[src/rtl/instr_fetch_unit.sv]
// Fetch stage: owns the PC, issues one instruction-memory request at a time,
// holds the fetched word for execute and computes the next PC on acknowledge.
module instr_fetch_unit #(
  parameter logic [31:0] RESET_PC = 32'h0000_0000,
  parameter int unsigned TIMEOUT  = 16
) (
  input  logic        clk,
  input  logic        rst,
  output logic        imem_req,
  output logic [31:0] imem_addr,
  input  logic        imem_rvalid,
  input  logic [31:0] imem_rdata,
  output logic        instr_valid,
  input  logic        instr_ack,
  input  logic        PCSrc,
  input  logic        JALR_Src,
  input  logic [31:0] ImmExt,
  input  logic [31:0] ALUResult,
  output logic [31:0] instr,
  output logic [6:0]  op,
  output logic [2:0]  funct3,
  output logic        funct7_5,
  output logic [31:0] PC,
  output logic [31:0] PCPlus4,
  output logic        fetch_err
);

  localparam int unsigned CNT_W = 8;
  localparam logic [31:0] NOP   = 32'h0000_0013;

  typedef enum logic [1:0] {
    IDLE = 2'd0,
    REQ  = 2'd1,
    HOLD = 2'd2,
    HALT = 2'd3
  } state_t;

  state_t             state_q, state_d;
  logic [31:0]        pc_q, pc_d;
  logic [31:0]        instr_q, instr_d;
  logic [CNT_W-1:0]   cnt_q, cnt_d;
  logic               err_q, err_d;
  logic               req_q, req_d;
  logic               valid_q, valid_d;
  logic [31:0]        pc_plus4;
  logic [31:0]        next_pc;
  logic               unused_alu_lsb;

  // JALR targets always drop bit 0 of the computed address
  assign unused_alu_lsb = ALUResult[0];

  always_comb begin
    pc_plus4 = pc_q + 32'd4;
    if (!PCSrc) begin
      next_pc = pc_plus4;
    end else if (!JALR_Src) begin
      next_pc = pc_q + ImmExt;
    end else begin
      next_pc = {ALUResult[31:1], 1'b0};
    end
  end

  always_comb begin
    state_d = state_q;
    pc_d    = pc_q;
    instr_d = instr_q;
    cnt_d   = cnt_q;
    err_d   = err_q;
    unique case (state_q)
      IDLE: state_d = REQ;
      REQ: begin
        if (imem_rvalid) begin
          instr_d = imem_rdata;
          cnt_d   = '0;
          state_d = HOLD;
        end else if (cnt_q == CNT_W'(TIMEOUT - 1)) begin
          err_d   = 1'b1;
          state_d = HALT;
        end else begin
          cnt_d = cnt_q + CNT_W'(1);
        end
      end
      HOLD: begin
        if (instr_ack) begin
          // a target with bit 1 set cannot be fetched; stop with PC intact
          if (next_pc[1]) begin
            err_d   = 1'b1;
            state_d = HALT;
          end else begin
            pc_d    = next_pc;
            state_d = REQ;
          end
        end
      end
      HALT: state_d = HALT;
      default: state_d = IDLE;
    endcase
    req_d   = (state_d == REQ);
    valid_d = (state_d == HOLD);
  end

  always_ff @(posedge clk or posedge rst) begin
    if (rst) begin
      state_q <= IDLE;
      pc_q    <= RESET_PC;
      instr_q <= NOP;
      cnt_q   <= '0;
      err_q   <= 1'b0;
      req_q   <= 1'b0;
      valid_q <= 1'b0;
    end else begin
      state_q <= state_d;
      pc_q    <= pc_d;
      instr_q <= instr_d;
      cnt_q   <= cnt_d;
      err_q   <= err_d;
      req_q   <= req_d;
      valid_q <= valid_d;
    end
  end

  assign imem_req    = req_q;
  assign imem_addr   = pc_q;
  assign instr_valid = valid_q;
  assign instr       = instr_q;
  assign op          = instr_q[6:0];
  assign funct3      = instr_q[14:12];
  assign funct7_5    = instr_q[30];
  assign PC          = pc_q;
  assign PCPlus4     = pc_plus4;
  assign fetch_err   = err_q;

endmodule

[config.mk]
export PLATFORM = sky130hd
export DESIGN_NAME = instr_fetch_unit
export DESIGN_NICKNAME = d
export VERILOG_FILES = /design/src/rtl/instr_fetch_unit.sv
export SDC_FILE = /design/constraint.sdc
export NUM_CORES = 1
export LEC_CHECK = 0
export BUFFER_PORTS_ARGS = -buffer_cell sky130_fd_sc_hd__buf_4
export CELL_PAD_IN_SITES_DETAIL_PLACEMENT = 1
export CELL_PAD_IN_SITES_GLOBAL_PLACEMENT = 1
export CORE_ASPECT_RATIO = 0.8
export CORE_MARGIN = 2
export CORE_UTILIZATION = 36
export CTS_BUF_LIST = sky130_fd_sc_hd__clkbuf_8
export CTS_CLUSTER_SIZE = 30
export DETAILED_ROUTE_END_ITERATION = 12
export PLACE_DENSITY = 0.81
export SYNTH_ARGS = -nofsm -noshare
export SYNTH_HDL_FRONTEND = slang
export SYNTH_SLANG_ARGS = --single-unit
[constraint.sdc]
create_clock -name clk -period 3.05 [get_ports clk]
set_input_delay 0.305 -clock clk [delete_from_list [all_inputs] [get_ports clk]]
set_output_delay 0.305 -clock clk [all_outputs]
set_load 0.02 [all_outputs]
==> impl_metrics.toml, run 1 <==
[critical_path]
path_cells = "and4_4, and4_4, nand3_4, nor3_2, and3_1, xor2_1, buf_4"
worstPathArrival_ps = 2580
reg2reg_from = "PC[0]"
path_common_cell = "and4_4"
cp_max_fo = 9
cpLargestDelayFamily = "simple AND/OR/NAND/NOR gates"
cp_slowest_cell = "dfrtp_1"
cp-end-kind = "primary output"
worstRegToRegCells = 10
ff2ff_setup_slack_ps = 240
max_stage_delay_ps = 550
critPathKind = "register to primary output"
start_kind = "register"
r2r-end = "PC[30]"
crit_buf_inv = 1
worstPathRequired_ps = 2740

[sta]
finalSetupTns_ps = 0
final_hold_viol_count = 0
fmax_mhz = 347
setup_viol = 0
hold_ws_ps = 10.8
drv_slew = 0
worstMarginPinSlew_ps = 535
relSlewSlack_pct = 64.3
fin_skew_ps = 10.7
layout_min_cycle_time_ps = 2880
rsz0062_at_grt = "no"
fin_crit_sh_pct = 94.6

[floorplan]
die_w_um = 153
die_h_um = 123
placementRows = 43
io_pins = 244
start_util_pct = 36.9
dieArea_sq_um = 18900
coreArea_sq_um = 17400

[clock_tree]
cts.sinks = 76
clk_pin_slew_ps = 90
htreeDepth = 3
post_cts_buffers = 0
cts_resized = 0
numCtsBuffers = 9
clockBufferDepth = 2
insertion_delay_ps = 380
ctsRootBufferMaster = "clkbuf_8"
cts_tree = "done"
hold_buffers = 0

[logic_synthesis]
syn_avg_cell_area_sq_um = 7.84
yosysMostFrequentCell = "nand2_1"
synth_top_area_share_pct = 28.5
seq_area_frac_synth_pct = 29.7
synth_area_leader_cell = "dfrtp_1"
yosys-top-cells-area = "dfrtp_1, nand2_1, ha_1"
synthesis.area_sq_um = 6410
yosysWarnings = 0
syn_inst = 818
synth-edff-count = 0
synth-async-reset-ratio_pct = 100
synthDistinctLibCells = 78
synth_common_cells = "nand2_1, dfrtp_1, a21oi_1"
synth_seq_cells = 76
ys.flop_type = "dfrtp_1"

[global_route]
grt_first_pass_wirelength_mm = 37.4
use_met3_pct = 4.00
grt-ovfl-total = 0
grt_max_degree = 77
grt_pass1_vias = 6742
antenna_found_initial = 0
grt.busiest_layer = "met2"
track_usage_pct = 25.0
use_met2_pct = 40.5
use_met1_pct = 35.2

[final_layout]
drive_gt1_share_pct = 31.6
nNetsFinal = 1157
stdcell_area_sq_um = 8480
finalNonFillerCells = 1252
area_growth_pct = 32.2
diodes = 0
fill_cells = 2146

[route]
vias = 6869
ant_nets = 0
firstDrtPassIters = 5
finalWirelength_mm = 24.1
first_iter_violations = 398
via_per_inst = 5.49
avgRoutedWirePerCell_um = 19.3
remaining_drc_errors = 0

[placement]
place_area_sq_um = 8270
hpwlAfterDp_mm = 18.9
numPortBuffers = 239
gp_congestion = 0.920
dp_cells = 1236

[pwr]
peakVddDrop_mv = 0.514
p_leak_uw = 0.00421
powerDensity_nw_per_um2 = 1050

[run]
timing.max_cap.violations = 0

[status]
status = "finished, final reports clean"

[min_path]
hp-class = "input port to async pin"
-- worst reg2reg max path, cell delays in order, from the launching register on --
cell and delay [ps]:
dfrtp_1 440, ha_1 230, ha_1 220, a21o_1 180
a21oi_1 260, o21ai_1 180, a21o_1 300, o211ai_1 330
a21oi_1 140, nor4_1 330, nor3_2 90
-- cell type report --
class | count | area (sq um) | share of cell area [%]
inverters | 18 | 68.8 | 0.812
multi-input cells | 638 | 3910 | 46.1
well taps | 225 | 282 | 3.32
flip-flops and latches | 76 | 1910 | 22.5
clock inverters | 7 | 81.3 | 0.959
repair buffers | 279 | 2110 | 24.8
clock buffers | 9 | 124 | 1.46
-- state kept, by name, summed over array words and instances, names as in the netlist --
register     count
instr_valid      1
fetch_err        1
state_q          2
cnt_q            8
imem_req         1
instr           32
PC              31
-- layout by cell type, fill, tap and decap left out, types with 4 or more instances in the layout --
cell and instances:
nand4_1 11, o21bai_1 6, o21a_1 6, a21o_1 20
nand2b_1 11, o22ai_1 9, and2_1 5, buf_4 278
nand2_1 154, o31ai_1 4, a311oi_1 4, nor2_1 58
nor3_1 8, o21ai_0 54, xnor2_1 27, a31oi_1 14
and3_1 10, o21ai_1 7, a21oi_1 61, o211ai_1 10
nand3_1 21, dfrtp_1 73, a22oi_1 4, clkbuf_8 9
xor2_1 28, ha_1 33, inv_1 16
-- metal layers --
layer,part of all wire [%],wire [um]
met5,0,0
met3,5.2,1240
met4,2.0,480
met1,46,11200
met2,46,11200
-- kinds of logic (layout without fill, tap and decap cells) --
family	Yosys count	count (layout)	synth area share (%)
AO/OA/AOI/OAI	225	225	22.1
AND/OR/NAND/NOR	316	316	23.8
flip-flops	76	76	29.7
buffers and inverters	106	313	9.42
XOR/XNOR	55	55	7.51
other	1	3	0.0585
adder cells (fa/ha/maj)	33	33	6.44
multiplexers	6	6	0.995
-- where the power goes --
part | internal (uW) | leakage, uW | switching, uW
Sequential | 1460 | 0.000936 | 454
Clock | 390 | 0.000101 | 457
Combinational | 2510 | 0.00317 | 3640
Total | 4360 | 0.00421 | 4550
-- stage by stage --
step                      power [uW]  util [%]  setup slack, ps
after floorplan                 5820         -              505
after global placement          7860      47.6              356
after detailed placement        8020      47.6              298
after CTS                       8890      48.8              178
after global routing            9490      48.8             16.2
final                           8910      48.8              166
-- how the worst max path moves through the flow --
stage | startpoint | end | slack, ps | cells past startpoint
floorplan | PC[8] | PC[29] | 500 | 10
finish | PC[15] | PCPlus4[31] | 170 | 7
CTS | PC[15] | PCPlus4[31] | 180 | 7
detailed placement | PC[0] | PC[30] | 300 | 10
global placement | ImmExt[2] | PC[29] | 360 | 10
global route | PC[15] | PCPlus4[31] | 20 | 7
No activity file was read; power rests on OpenSTA's default activity.
==> run 2: changes to the inputs <==
==> config.mk (replaced) <==
export PLATFORM = sky130hd
export DESIGN_NAME = instr_fetch_unit
export DESIGN_NICKNAME = d
export VERILOG_FILES = /design/src/rtl/instr_fetch_unit.sv
export SDC_FILE = /design/constraint.sdc
export NUM_CORES = 1
export LEC_CHECK = 0
export BUFFER_PORTS_ARGS = -buffer_cell sky130_fd_sc_hd__clkbuf_2
export CELL_PAD_IN_SITES_DETAIL_PLACEMENT = 1
export CELL_PAD_IN_SITES_GLOBAL_PLACEMENT = 1
export CORE_ASPECT_RATIO = 0.8
export CORE_MARGIN = 2
export CORE_UTILIZATION = 33
export CTS_BUF_LIST = sky130_fd_sc_hd__clkbuf_8
export CTS_CLUSTER_SIZE = 30
export DETAILED_ROUTE_END_ITERATION = 12
export PLACE_DENSITY = 0.78
export SYNTH_ARGS = -nofsm -noshare
export SYNTH_HDL_FRONTEND = slang
export SYNTH_SLANG_ARGS = --single-unit
==> constraint.sdc (replaced) <==
create_clock -name clk -period 2.35 [get_ports clk]
set_input_delay 0.235 -clock clk [delete_from_list [all_inputs] [get_ports clk]]
set_output_delay 0.235 -clock clk [all_outputs]
set_load 0.02 [all_outputs]
==> impl_metrics.toml, run 2 (synthesis results as in run 1) <==
[status]
status = "finished, violations left"
violations = "negative setup slack"

[run]
timing.max_cap.violations = 0

[global_route]
track_usage_pct = 25.6
grt-ovfl-total = 0
antenna_found_initial = 0
grt_pass1_vias = 7450
grt_first_pass_wirelength_mm = 41.2
grt_max_degree = 50

[placement]
gp_congestion = 0.922
place_area_sq_um = 8350
hpwlAfterDp_mm = 19.6
numPortBuffers = 239
dp_cells = 1339

[critical_path]
critPathKind = "register to register"
critPathLaunch = "PC[14]"
worstPathRequired_ps = 2620
cp-end-kind = "register"
reg2reg_from = "PC[14]"
cp_max_fo = 4
worstPathArrival_ps = 2930
start_kind = "register"

[floorplan]
die_h_um = 129
io_pins = 244
start_util_pct = 33.7
die_w_um = 160
dieArea_sq_um = 20600
coreArea_sq_um = 19000
placementRows = 45

[final_layout]
diodes = 0
final_common_cell = "clkbuf_2"
nNetsFinal = 1288
stdcell_area_sq_um = 9890
drive_gt1_share_pct = 48.5
largest_reg_flops = 32
multi_input_area_sq_um = 4620
layout_common_cells = "clkbuf_2, buf_4, nand2_1, dfrtp_1, nor2_1"
regArea_sq_um = 1920
area_growth_pct = 54.2
fill_cells = 2352
finalNonFillerCells = 1416

[clock_tree]
insertion_delay_ps = 380
clk_pin_slew_ps = 90
htreeDepth = 3
cts.sinks = 76
clockBufferDepth = 2
cts_tree = "done"
numCtsBuffers = 9
ctsRootBufferMaster = "clkbuf_8"

[route]
remaining_drc_errors = 0
first_iter_violations = 505
avgRoutedWirePerCell_um = 20.9
vias = 7657
finalWirelength_mm = 29.6
firstDrtPassIters = 5
via_per_inst = 5.41
ant_nets = 0

[sta]
relSlewSlack_pct = 53.5
fin_skew_ps = 15.4
fmax_mhz = 377
setup_viol = 29
layout_min_cycle_time_ps = 2650
setup_slack_ps = -304
worstMarginPinSlew_ps = 696
hold_ws_ps = 20.2
finalSetupTns_ps = -3900
drv_slew = 0
fin_crit_sh_pct = 113
final_hold_viol_count = 0
rsz0062_at_grt = "yes"

[min_path]
hp-class = "input port to register"
min-delay-start = "imem_rdata[0]"

[pwr]
p_total_uw = 13700
powerDensity_nw_per_um2 = 1390
p_leak_uw = 0.00491
peakVddDrop_mv = 0.683
## run 2: repair_timing
item                                    in CTS  in global routing
gates resized for setup                     86                105
hold buffers                                 1                  0
setup buffers                               37                 23
endpoints found under the setup margin      35                 43
cloned                                       0                  2
pin swaps                                   46                 34
hold endpoints to repair                    27                  0
## run 2: power breakdown
group	internal (uW)	switching (uW)
Combinational	4120	5920
Sequential	1910	489
Clock	714	594
## run 2: worst paths after layout
check | depth (start not counted) | slack (ps) | end
setup / recovery | 9 | -300 | PC[29]
hold / removal | 3 | 20 | instr[0]
setup reg to reg | 9 | -300 | PC[29]
hold reg to reg | 2 | 470 | instr[0]
max in group asynchronous | 4 | 1170 | instr[4]
min in group asynchronous | 3 | 450 | instr[21]
## run 2: critical path, cell delays in order (launching register included)
cell      delay (ps)
dfrtp_1          440
ha_1             370
a21o_1           260
a21oi_2          210
nand2_1          140
o31ai_4          340
o21ai_1          100
a31oi_1          240
xor2_1           130
a221oi_1         320
## run 2: routing by layer
metal	track usage (%)	part of all wire, %	vias to the layer above
met3	4.48	6.5	92
met2	41.9	46	370
met1	34.8	43	3694
met5	0	0	-
met4	7.63	4.0	0
li1	-	-	3501
## run 2: final cells by class
type / count / share of cell area, %
clock buffers: 9 / 1.25
clock inverters: 7 / 1.23
inverters: 18 / 0.696
multi-input cells: 638 / 46.7
flip-flops and latches: 76 / 19.4
well taps: 258 / 3.26
repair buffers: 410 / 27.5
## run 2: through the flow
| stage | setup WS (ps) | util (%) |
|---|---|---|
| global route | -387 | 52.0 |
| CTS | -92.9 | 48.7 |
| floorplan | -16.1 | - |
| global placement | -157 | 43.9 |
| detailed placement | -238 | 43.9 |
| finish | -304 | 52.0 |
